### config.mk
export PLATFORM = sky130hd
export DESIGN_NAME = log2_iter
export DESIGN_NICKNAME = d
export VERILOG_FILES = /design/src/rtl/mha_fix_pkg.sv /design/src/rtl/log2_mant_corr.sv /design/src/rtl/log2_iter.sv
export SDC_FILE = /design/constraint.sdc
export NUM_CORES = 1
export LEC_CHECK = 0
export BUFFER_PORTS_ARGS = -buffer_cell sky130_fd_sc_hd__buf_2
export CORE_MARGIN = 2
export CORE_UTILIZATION = 45
export DETAILED_ROUTE_END_ITERATION = 10
export PLACE_DENSITY = 0.68
export SKIP_CTS_REPAIR_TIMING = 1
export SLEW_MARGIN = 20
export SYNTH_ARGS = -nofsm -noshare
export SYNTH_HDL_FRONTEND = slang
export SYNTH_SLANG_ARGS = --single-unit
### constraint.sdc
create_clock -name I_CLK -period 3.1 [get_ports I_CLK]
set_clock_uncertainty 0.15 [all_clocks]
set_input_delay 0 -clock I_CLK [delete_from_list [all_inputs] [get_ports I_CLK]]
set_output_delay 0 -clock I_CLK [all_outputs]
set_load 0.005 [all_outputs]
### src/rtl/mha_fix_pkg.sv
// Shared fixed-point constants and FSM state encoding for the iterative log2 unit.
`timescale 1ns/1ps
package mha_fix_pkg;

    // Word width and Q formats: operand Q2.13, result signed Q5.10.
    localparam int DW       = 16;
    localparam int IN_FRAC  = 13;
    localparam int OUT_FRAC = 10;

    // Result word reported for zero or negative operands (most negative value).
    localparam logic [15:0] ERR_CODE = 16'h8000;

    typedef enum logic [1:0] {
        IDLE = 2'd0,
        NORM = 2'd1,
        CALC = 2'd2,
        DONE = 2'd3
    } state_t;

endpackage

### src/rtl/log2_mant_corr.sv
// Piecewise-linear correction added to the Mitchell log2 mantissa.
// corr = 3/16 * m below the midpoint, 3/16 * (1 - m) above it (Q0.MW).
`timescale 1ns/1ps
module log2_mant_corr #(
    parameter int MW = 14
) (
    input  logic [MW-1:0] m,
    output logic [MW-1:0] corr
);

    logic [MW-1:0] d;

    // Fold the upper half onto its distance from 1.0, then scale by 1/8 + 1/16.
    always_comb begin
        // NOTE: every variable written here gets a default first, so no path infers a latch.
        d    = m;
        corr = '0;
        if (m[MW-1]) begin
            // 2^MW - m, taken modulo 2^MW; fits because m >= 2^(MW-1) here.
            d = MW'(0) - m;
        end
        corr = (d >> 3) + (d >> 4);
    end

endmodule

### src/rtl/log2_iter.sv
// Iterative log2 of a positive Q2.13 operand, producing a signed Q5.10 result.
// The operand is normalised one bit per cycle until its integer bit is set; the
// exponent comes from the shift count and the mantissa from the remaining bits.
// Build option: define LOG2_CORR_EN to add the mantissa correction term;
// without it the result is the plain Mitchell approximation (same latency).
`timescale 1ns/1ps
module log2_iter #(
    parameter int DW       = mha_fix_pkg::DW,
    parameter int IN_FRAC  = mha_fix_pkg::IN_FRAC,
    parameter int OUT_FRAC = mha_fix_pkg::OUT_FRAC
) (
    input  logic          I_CLK,
    input  logic          I_RST_N,
    input  logic          I_VALID,
    input  logic [DW-1:0] I_X,
    output logic          O_READY,
    output logic          O_VALID,
    output logic [DW-1:0] O_LOG,
    output logic          O_ERR,
    input  logic          I_READY
);

    import mha_fix_pkg::*;

    // x_r keeps the integer bit plus the fraction; the sign bit is only needed at capture.
    localparam int XW  = IN_FRAC + 2;
    localparam int MW  = IN_FRAC + 1;
    localparam int SW  = $clog2(XW);
    localparam int RSH = MW - OUT_FRAC;

    state_t         state;
    state_t         state_nxt;
    logic [XW-1:0]  x_r;
    logic [SW-1:0]  s;
    logic           err_r;
    logic           x_pos;
    logic [MW-1:0]  m;
    logic [MW-1:0]  corr;
    logic [MW:0]    m_sum;
    logic [DW-1:0]  exp_term;
    logic [DW-1:0]  frac_term;
    logic [DW-1:0]  log_val;

    assign x_pos = !I_X[DW-1] && (I_X != '0);

    // Mantissa below the normalised integer bit, as Q0.MW.
    assign m = x_r[MW-1:0];

`ifdef LOG2_CORR_EN
    log2_mant_corr #(
        .MW   (MW)
    ) u_mant_corr (
        .m    (m),
        .corr (corr)
    );
`else
    assign corr = '0;
`endif

    // Exponent 1 - s in two's complement, placed above the output fraction.
    assign exp_term  = (DW'(1) - DW'(s)) << OUT_FRAC;
    assign m_sum     = {1'b0, m} + {1'b0, corr};
    assign frac_term = DW'(m_sum >> RSH);
    assign log_val   = exp_term + frac_term;

    // State register.
    always_ff @(posedge I_CLK or negedge I_RST_N) begin
        // NOTE: sequential state uses non-blocking (<=) so every register samples pre-edge values.
        if (!I_RST_N) begin
            state <= IDLE;
        end else begin
            state <= state_nxt;
        end
    end

    // Next-state decode and handshake outputs.
    always_comb begin
        state_nxt = state;
        O_READY   = 1'b0;
        O_VALID   = 1'b0;
        unique case (state)
            IDLE: begin
                O_READY = 1'b1;
                if (I_VALID) begin
                    state_nxt = x_pos ? NORM : CALC;
                end
            end
            NORM: begin
                if (x_r[XW-1]) begin
                    state_nxt = CALC;
                end
            end
            CALC: begin
                state_nxt = DONE;
            end
            DONE: begin
                O_VALID = 1'b1;
                if (I_READY) begin
                    state_nxt = IDLE;
                end
            end
            default: begin
                state_nxt = IDLE;
            end
        endcase
    end

    // Operand capture, normalisation shifts and result register.
    always_ff @(posedge I_CLK or negedge I_RST_N) begin
        if (!I_RST_N) begin
            x_r   <= '0;
            s     <= '0;
            err_r <= 1'b0;
            O_LOG <= '0;
            O_ERR <= 1'b0;
        end else begin
            unique case (state)
                IDLE: begin
                    if (I_VALID) begin
                        x_r   <= I_X[XW-1:0];
                        s     <= '0;
                        err_r <= !x_pos;
                    end
                end
                NORM: begin
                    if (!x_r[XW-1]) begin
                        x_r <= x_r << 1;
                        s   <= s + SW'(1);
                    end
                end
                CALC: begin
                    if (err_r) begin
                        O_LOG <= DW'(ERR_CODE);
                        O_ERR <= 1'b1;
                    end else begin
                        O_LOG <= log_val;
                        O_ERR <= 1'b0;
                    end
                end
                default: begin
                end
            endcase
        end
    end

endmodule

==> summary.txt, run 1 <==
Status
  • Status: finished with violations
  • Failing checks: negative hold slack

Route
  • Vias: 1535
  • Routed WL per cell: 13.4 um
  • Antenna Nets Post-Route: 0
  • Detailed Route Iter0 Violations: 88
  • Vias/cell: 5.20
  • Total iterations of the first detailed-routing run: 5
  • Final wirelength: 3970 um
  • # DRC: 0

Die
  • Chip width: 68.3 um
  • Initial core utilization: 0.466
  • DIE AREA: 4670 um2
  • Die extent in y: 68.3 um
  • IO Count: 39
  • Core area: 4000 um2
  • Std cell rows: 23

Finish
  • # nets final: 272
  • Cell area after layout: 2350 um2
  • Final core utilization: 0.588
  • P&R area growth vs syn: 26.3%
  • Share of layout cells above drive strength 1: 0.253
  • Filler cells: 356
  • Sequential cell area: 976 um2
  • N_diodes: 0
  • Multi-input logic area: 808 um2

Synth
  • Top FF cell, synth: dfrtp_1
  • EDFF count, synth: 0
  • Post-synth top area share: 0.524
  • Mapped Nets: 217
  • Mean post-synth cell area: 9.81 um2
  • Netlist cell types: 30
  • Commonest cells post-synth: dfrtp_1 (39), nand2_1 (22), nor2_1 (22), nor2b_1 (14), a31o_2 (12)
  • Cell count after synthesis: 190
  • #FFs+latches synth: 39
  • Synth area leaders: dfrtp_1 (52%), a31o_2 (5.6%), ha_1 (4.7%)
  • Synth area leader: dfrtp_1
  • Top-count cell post-synth: dfrtp_1
  • Sequential element share of the synthesized area: 0.524
  • Post-synth design cell area: 1860 um2
  • Synth Warn #: 0
  • Post-synthesis async set-or-reset flop share: 1.00

Setup path
  • Worst Path Max Fanout: 23
  • WS Path Type: register to register
  • CP Data Required Time: 3.17 ns
  • CP arrival: 2.42 ns
  • Largest stage delay, worst path: 0.49 ns
  • Startpoint types: register
  • Slowest CP cell: a211o_1
  • CP Cell Sequence: inv_1 > ha_1 > nor2_1 > a211o_1 > or3_1 > a21oi_1
  • CP Capture Type: register
  • Reg-to-reg slack, setup: 0.74 ns

STA
  • Max-slew violations: 0
  • Final WS setup: 0.745 ns
  • RSZ-0062 raised after global routing: false
  • Final setup viols: 0
  • Fin Hold WS: -0.00773 ns
  • Final Hold Viols: 1
  • Fmax: 425 MHz
  • Post-route clock period utilization: 0.760
  • Max-slew headroom: 0.439
  • Worst slew pin tran: 0.841 ns
  • Final critical-path required period: 2.36 ns
  • Setup Total Neg Slack: 0 ns

GRT
  • Wire length of the first global-routing pass: 6440 um
  • Initial antenna violation count: 0
  • GRT Total Usage: 0.188
  • Grt ovf: 0
  • Largest net degree at the start of global routing: 40
  • Vias in the first global route: 1344

Clocking
  • Num Clock Sinks: 39
  • Clk_lat worst skew: 0.29 ns
  • CTS tree: yes
  • Inserted Clock Buffers: 5
  • Clk slew on worst S/H paths: 0.07 ns
  • H-tree lvl count: 2
  • Bufs on Longest Clock Path: 2
  • Root Driver: clkbuf_8

Job
  • Maxcap violations: 0

Hold path
  • Worst Hold Class: input port to register

Power
  • Leakage power: 1.14 nW
  • Worst vdd ir: 456 uV
  • Power Density: 924 nW/um2
  • Overall power: 2.17 mW

Placed design
  • HPWL after detailed placement: 2780 um
  • Place WS: 0.753 ns
  • Placer Congestion: 0.815
  • Number of buffers added on ports: 38
  • Area after DPL: 2090 um2
critical path: cells and delay by family (launching register included):
| family | cells | cell delay (ns) |
|---|---|---|
| AO/OA/AOI/OAI | 2 | 0.63 |
| adder cells (fa/ha/maj) | 1 | 0.43 |
| buffers and inverters | 1 | 0.11 |
| flip-flops | 1 | 0.40 |
| AND/OR/NAND/NOR | 2 | 0.57 |
cells by family (layout without fill, tap and decap cells):
group,after synthesis,after routing,share of synthesized area
compound gates,51,51,0.193
xor+xnor,1,1,0.00470
fa+ha+maj,7,7,0.0470
buf+inv,20,75,0.0423
flops,39,39,0.524
mux,2,2,0.0121
simple gates,70,70,0.177
final cells by class:
cell class,count,share of cell area
flip-flops and latches,39,0.415
multi-input cells,131,0.343
repair buffers,57,0.161
clock buffers,6,0.0351
well taps,50,0.0266
inverters,11,0.0175
clock inverters,1,0.00213
cell usage in the layout, fill, tap and decap left out:
master         Yosys  layout
a222oi_1           2       2
o2bb2ai_1          1       1
nor3_1             4       4
buf_2              3      38
clkinv_2           0       1
dlygate4sd3_1      0      18
ha_1               7       7
inv_1             11      11
a211o_1            2       2
nand2_1           22      22
a22o_1             1       1
nor2b_1           14      14
nor2b_4            1       1
nand2b_1           1       1
o22ai_1            3       3
mux2_2             2       2
xor2_1             1       1
o21ai_0           10      10
a221oi_1           4       4
clkbuf_8           0       6
nand3_1            1       1
a21oi_1           11      11
nor2_1            22      22
a31oi_1            2       2
dfrtp_1           39      39
or3_1              1       1
o21a_1             1       1
buf_4              0       1
a41oi_1            1       1
a211oi_2           1       1
nand4_1            1       1
nor4_1             3       3
a31o_2            12      12
routing by layer:
| metal | global-route usage | routed length (um) | up-vias |
|---|---|---|---|
| met5 | 0 | 0 | - |
| met4 | 0.0650 | 74 | 0 |
| met3 | 0.0576 | 255 | 8 |
| met2 | 0.282 | 1820 | 48 |
| met1 | 0.259 | 1820 | 698 |
| li1 | - | - | 781 |
report_power, final:
part	total, mW	switching (mW)	leakage, nW	internal [mW]
Clock	0.339	0.165	0.0470	0.174
Sequential	0.866	0.147	0.496	0.719
Combinational	0.969	0.534	0.593	0.435
Total	2.17	0.846	1.14	1.33
state kept, by name, indices dropped and copies added (netlist names):
name and flops:
x_r 15, err_r 1, O_LOG 16, s 4, state 2, O_ERR 1
worst paths after layout:
| check | startpoint | endpoint | depth (start not counted) |
|---|---|---|---|
| worst max-delay path | state[1]$_DFFE_PN0P_ | s[3]$_DFFE_PN0P_ | 6 |
| worst min-delay path | I_VALID | x_r[14]$_DFFE_PN0P_ | 3 |
| worst max register to register | state[1]$_DFFE_PN0P_ | s[3]$_DFFE_PN0P_ | 6 |
| worst min register to register | O_LOG[10]$_DFFE_PN0P_ | O_LOG[10]$_DFFE_PN0P_ | 1 |
| max in group asynchronous | I_RST_N | O_LOG[1]$_DFFE_PN0P_ | 2 |
| min in group asynchronous | I_RST_N | err_r$_DFFE_PN0P_ | 2 |
metrics by stage:
stage	cells	hold slack (ns)
3_5_place_dp	270	0.00401
4_1_cts	277	-0.309
2_1_floorplan	190	-0.446
6_report	295	-0.00773
3_3_place_gp	270	0.0107
5_1_grt	295	0.00748
Note: power is estimated with default switching activity, not from simulation.
==> run 2: changes to the inputs <==
--- a/config.mk
+++ b/config.mk
@@ -9,7 +9,7 @@
 export CORE_MARGIN = 2
 export CORE_UTILIZATION = 45
 export DETAILED_ROUTE_END_ITERATION = 10
-export PLACE_DENSITY = 0.68
+export PLACE_DENSITY = 0.7
 export SKIP_CTS_REPAIR_TIMING = 1
 export SLEW_MARGIN = 20
 export SYNTH_ARGS = -nofsm -noshare
==> constraint.sdc (replaced) <==
create_clock -name I_CLK -period 1.9 [get_ports I_CLK]
set_clock_uncertainty 0.15 [all_clocks]
set_input_delay 0 -clock I_CLK [delete_from_list [all_inputs] [get_ports I_CLK]]
set_output_delay 0 -clock I_CLK [all_outputs]
set_load 0.005 [all_outputs]
==> summary.txt, run 2 (synthesized netlist as in run 1, its figures left out) <==
Setup path
  • WS Path Type: register to register
  • CP Capture Type: register
  • CP Data Required Time: 1.97 ns (-1.20 ns)
  • Worst r2r dst: s[3]$_DFFE_PN0P_
  • CP arrival: 1.89 ns (-0.53 ns)
  • Reg-to-reg slack, setup: 0.08 ns (-0.66 ns)
  • Worst Path Max Fanout: 6 (-74%)
  • R2R depth: 6 (unchanged)
  • Startpoint types: register
  • Worst r2r src: state[1]$_DFFE_PN0P_

Power
  • Power Density: 1590 nW/um2 (+72%)
  • Leakage power: 1.23 nW (+8.1%)
  • Worst vdd ir: 1130 uV (+150%)

Clocking
  • Clk slew on worst S/H paths: 0.08 ns (about the same)
  • Root Driver: clkbuf_8
  • H-tree lvl count: 2 (unchanged)
  • Num Clock Sinks: 39 (unchanged)
  • Bufs on Longest Clock Path: 2 (unchanged)
  • CTS tree: yes
  • Inserted Clock Buffers: 5 (unchanged)
  • Clk_lat worst skew: 0.29 ns (about the same)

STA
  • Final critical-path required period: 1.82 ns (-0.538 ns)
  • Fmax: 550 MHz (+30%)
  • Final WS setup: 0.0827 ns (-0.662 ns)
  • Final setup viols: 0 (unchanged)
  • Max-slew violations: 0 (unchanged)
  • Fin Hold WS: -0.0233 ns (-0.0156 ns)
  • Max-slew headroom: 0.698 (+0.259)
  • Final Hold Viols: 12 (+11)
  • Worst slew pin tran: 0.453 ns (-0.388 ns)
  • Post-route clock period utilization: 0.956 (+0.197)

Finish
  • # nets final: 287 (+5.5%)
  • Largest regs: O_LOG x16, x_r x15, s x4
  • Share of layout cells above drive strength 1: 0.326 (+0.0726)
  • Most frequent cells in the layout: dfrtp_1 (39), buf_2 (38), nor2_1 (22), nand2_1 (22), dlygate4sd3_1 (18)
  • Filler cells: 335 (-5.9%)
  • N_diodes: 0 (unchanged)
  • Most common cell after layout, fill and taps aside: dfrtp_1
  • Largest Register: O_LOG
  • Multi-input logic area: 842 um2 (+4.2%)
  • Final core utilization: 0.637 (+0.0482)
  • P&R area growth vs syn: 36.7%
  • Max reg flops: 16 (unchanged)
  • Sequential cell area: 976 um2 (unchanged)

GRT
  • M1 GR Usage: 0.256 (-0.00318)
  • Largest net degree at the start of global routing: 30 (-25%)
  • Wire length of the first global-routing pass: 6410 um (-0.53%)
  • Initial antenna violation count: 0 (unchanged)
  • GRT Total Usage: 0.189 (+0.000701)
  • Grt ovf: 0 (unchanged)
  • GR Util met2: 0.296 (+0.0146)
  • M3 GR Usage: 0.0493 (-0.00822)
  • Vias in the first global route: 1366 (+1.6%)
  • Gr busiest metal: met2

Die
  • Std cell rows: 23 (unchanged)
  • DIE AREA: 4670 um2 (unchanged)
  • IO Count: 39 (unchanged)
  • Chip width: 68.3 um (unchanged)
  • Die extent in y: 68.3 um (unchanged)
  • Initial core utilization: 0.466 (unchanged)
  • Core area: 4000 um2 (unchanged)

Placed design
  • Number of buffers added on ports: 38 (unchanged)
  • Place WS: 0.0392 ns (-0.714 ns)
  • HPWL after detailed placement: 2950 um (+6.2%)
  • Placer Congestion: 0.797 (-2.3%)

Route
  • Antenna Nets Post-Route: 0 (unchanged)
  • # DRC: 0 (unchanged)
  • Vias: 1625 (+5.9%)
  • Final wirelength: 4290 um (+8.1%)
  • Detailed Route Iter0 Violations: 147 (+67%)
  • Routed WL per cell: 13.8 um (+2.5%)
  • Total iterations of the first detailed-routing run: 5 (unchanged)
  • Vias/cell: 5.23 (+0.42%)

Hold path
  • Worst Hold Class: input port to async pin

Status
  • Status: finished with violations
  • Failing checks: negative hold slack

Job
  • Maxcap violations: 0 (unchanged)
## run 2: cell types whose count changed in the layout (fill, tap and decap cells not counted), moves of 2 or more
| cell | change |
|---|---|
| buf_4 | +13 |
| ha_1 | -2 |
| a221oi_1 | -2 |
| a221oi_2 | +2 |
| ha_2 | +2 |
## run 2: area by class of cell
type,count,area share
well taps,50,0.0246
multi-input cells,131,0.331
inverters,11,0.0162
flip-flops and latches,39,0.383
clock inverters,2,0.0138
repair buffers,72,0.199
clock buffers,6,0.0324
## run 2: power breakdown
part	switching, mW	total, mW	internal [mW]	leakage (nW)
clock	0.285	0.710	0.425	0.0612
sequential	0.221	1.39	1.17	0.496
combinational	0.989	1.94	0.953	0.671
## run 2: routing by layer
metal	up-vias	share of wire
met5	-	0
met4	0	0.014
met3	8	0.050
met2	44	0.49
met1	761	0.45
li1	812	-
## run 2: worst max-delay path by stage
stage | startpoint | slack, ns | end | depth (start not counted)
floorplan | state[0]$_DFFE_PN0P_ | 0.03 | s[3]$_DFFE_PN0P_ | 6
global placement | state[0]$_DFFE_PN0P_ | 0.08 | s[3]$_DFFE_PN0P_ | 6
detailed placement | state[0]$_DFFE_PN0P_ | 0.04 | s[3]$_DFFE_PN0P_ | 6
CTS | state[0]$_DFFE_PN0P_ | 0.02 | s[3]$_DFFE_PN0P_ | 6
global route | state[1]$_DFFE_PN0P_ | -0.008 | x_r[2]$_DFFE_PN0P_ | 7
finish | state[1]$_DFFE_PN0P_ | 0.08 | s[3]$_DFFE_PN0P_ | 6
## run 2: worst max-delay path, cell delays in order, from the launching register on
cell     delay [ns]
dfrtp_1        0.34
inv_1          0.07
ha_2           0.21
nor2b_4        0.15
a211o_4        0.34
or3_1          0.35
a21oi_1        0.14
## run 2: metrics by stage
stage / TNS (ns) / instance area (um2) / power, mW / cells
final: 0 / 2550 / 4.04 / 311
after global routing: -0.0219 / 2550 / 4.37 / 311
after CTS: 0 / 2330 / 3.94 / 293
after detailed placement: 0 / 2210 / 3.22 / 285
after global placement: 0 / 2210 / 3.19 / 285
after floorplan: 0 / 1860 / 2.54 / 190
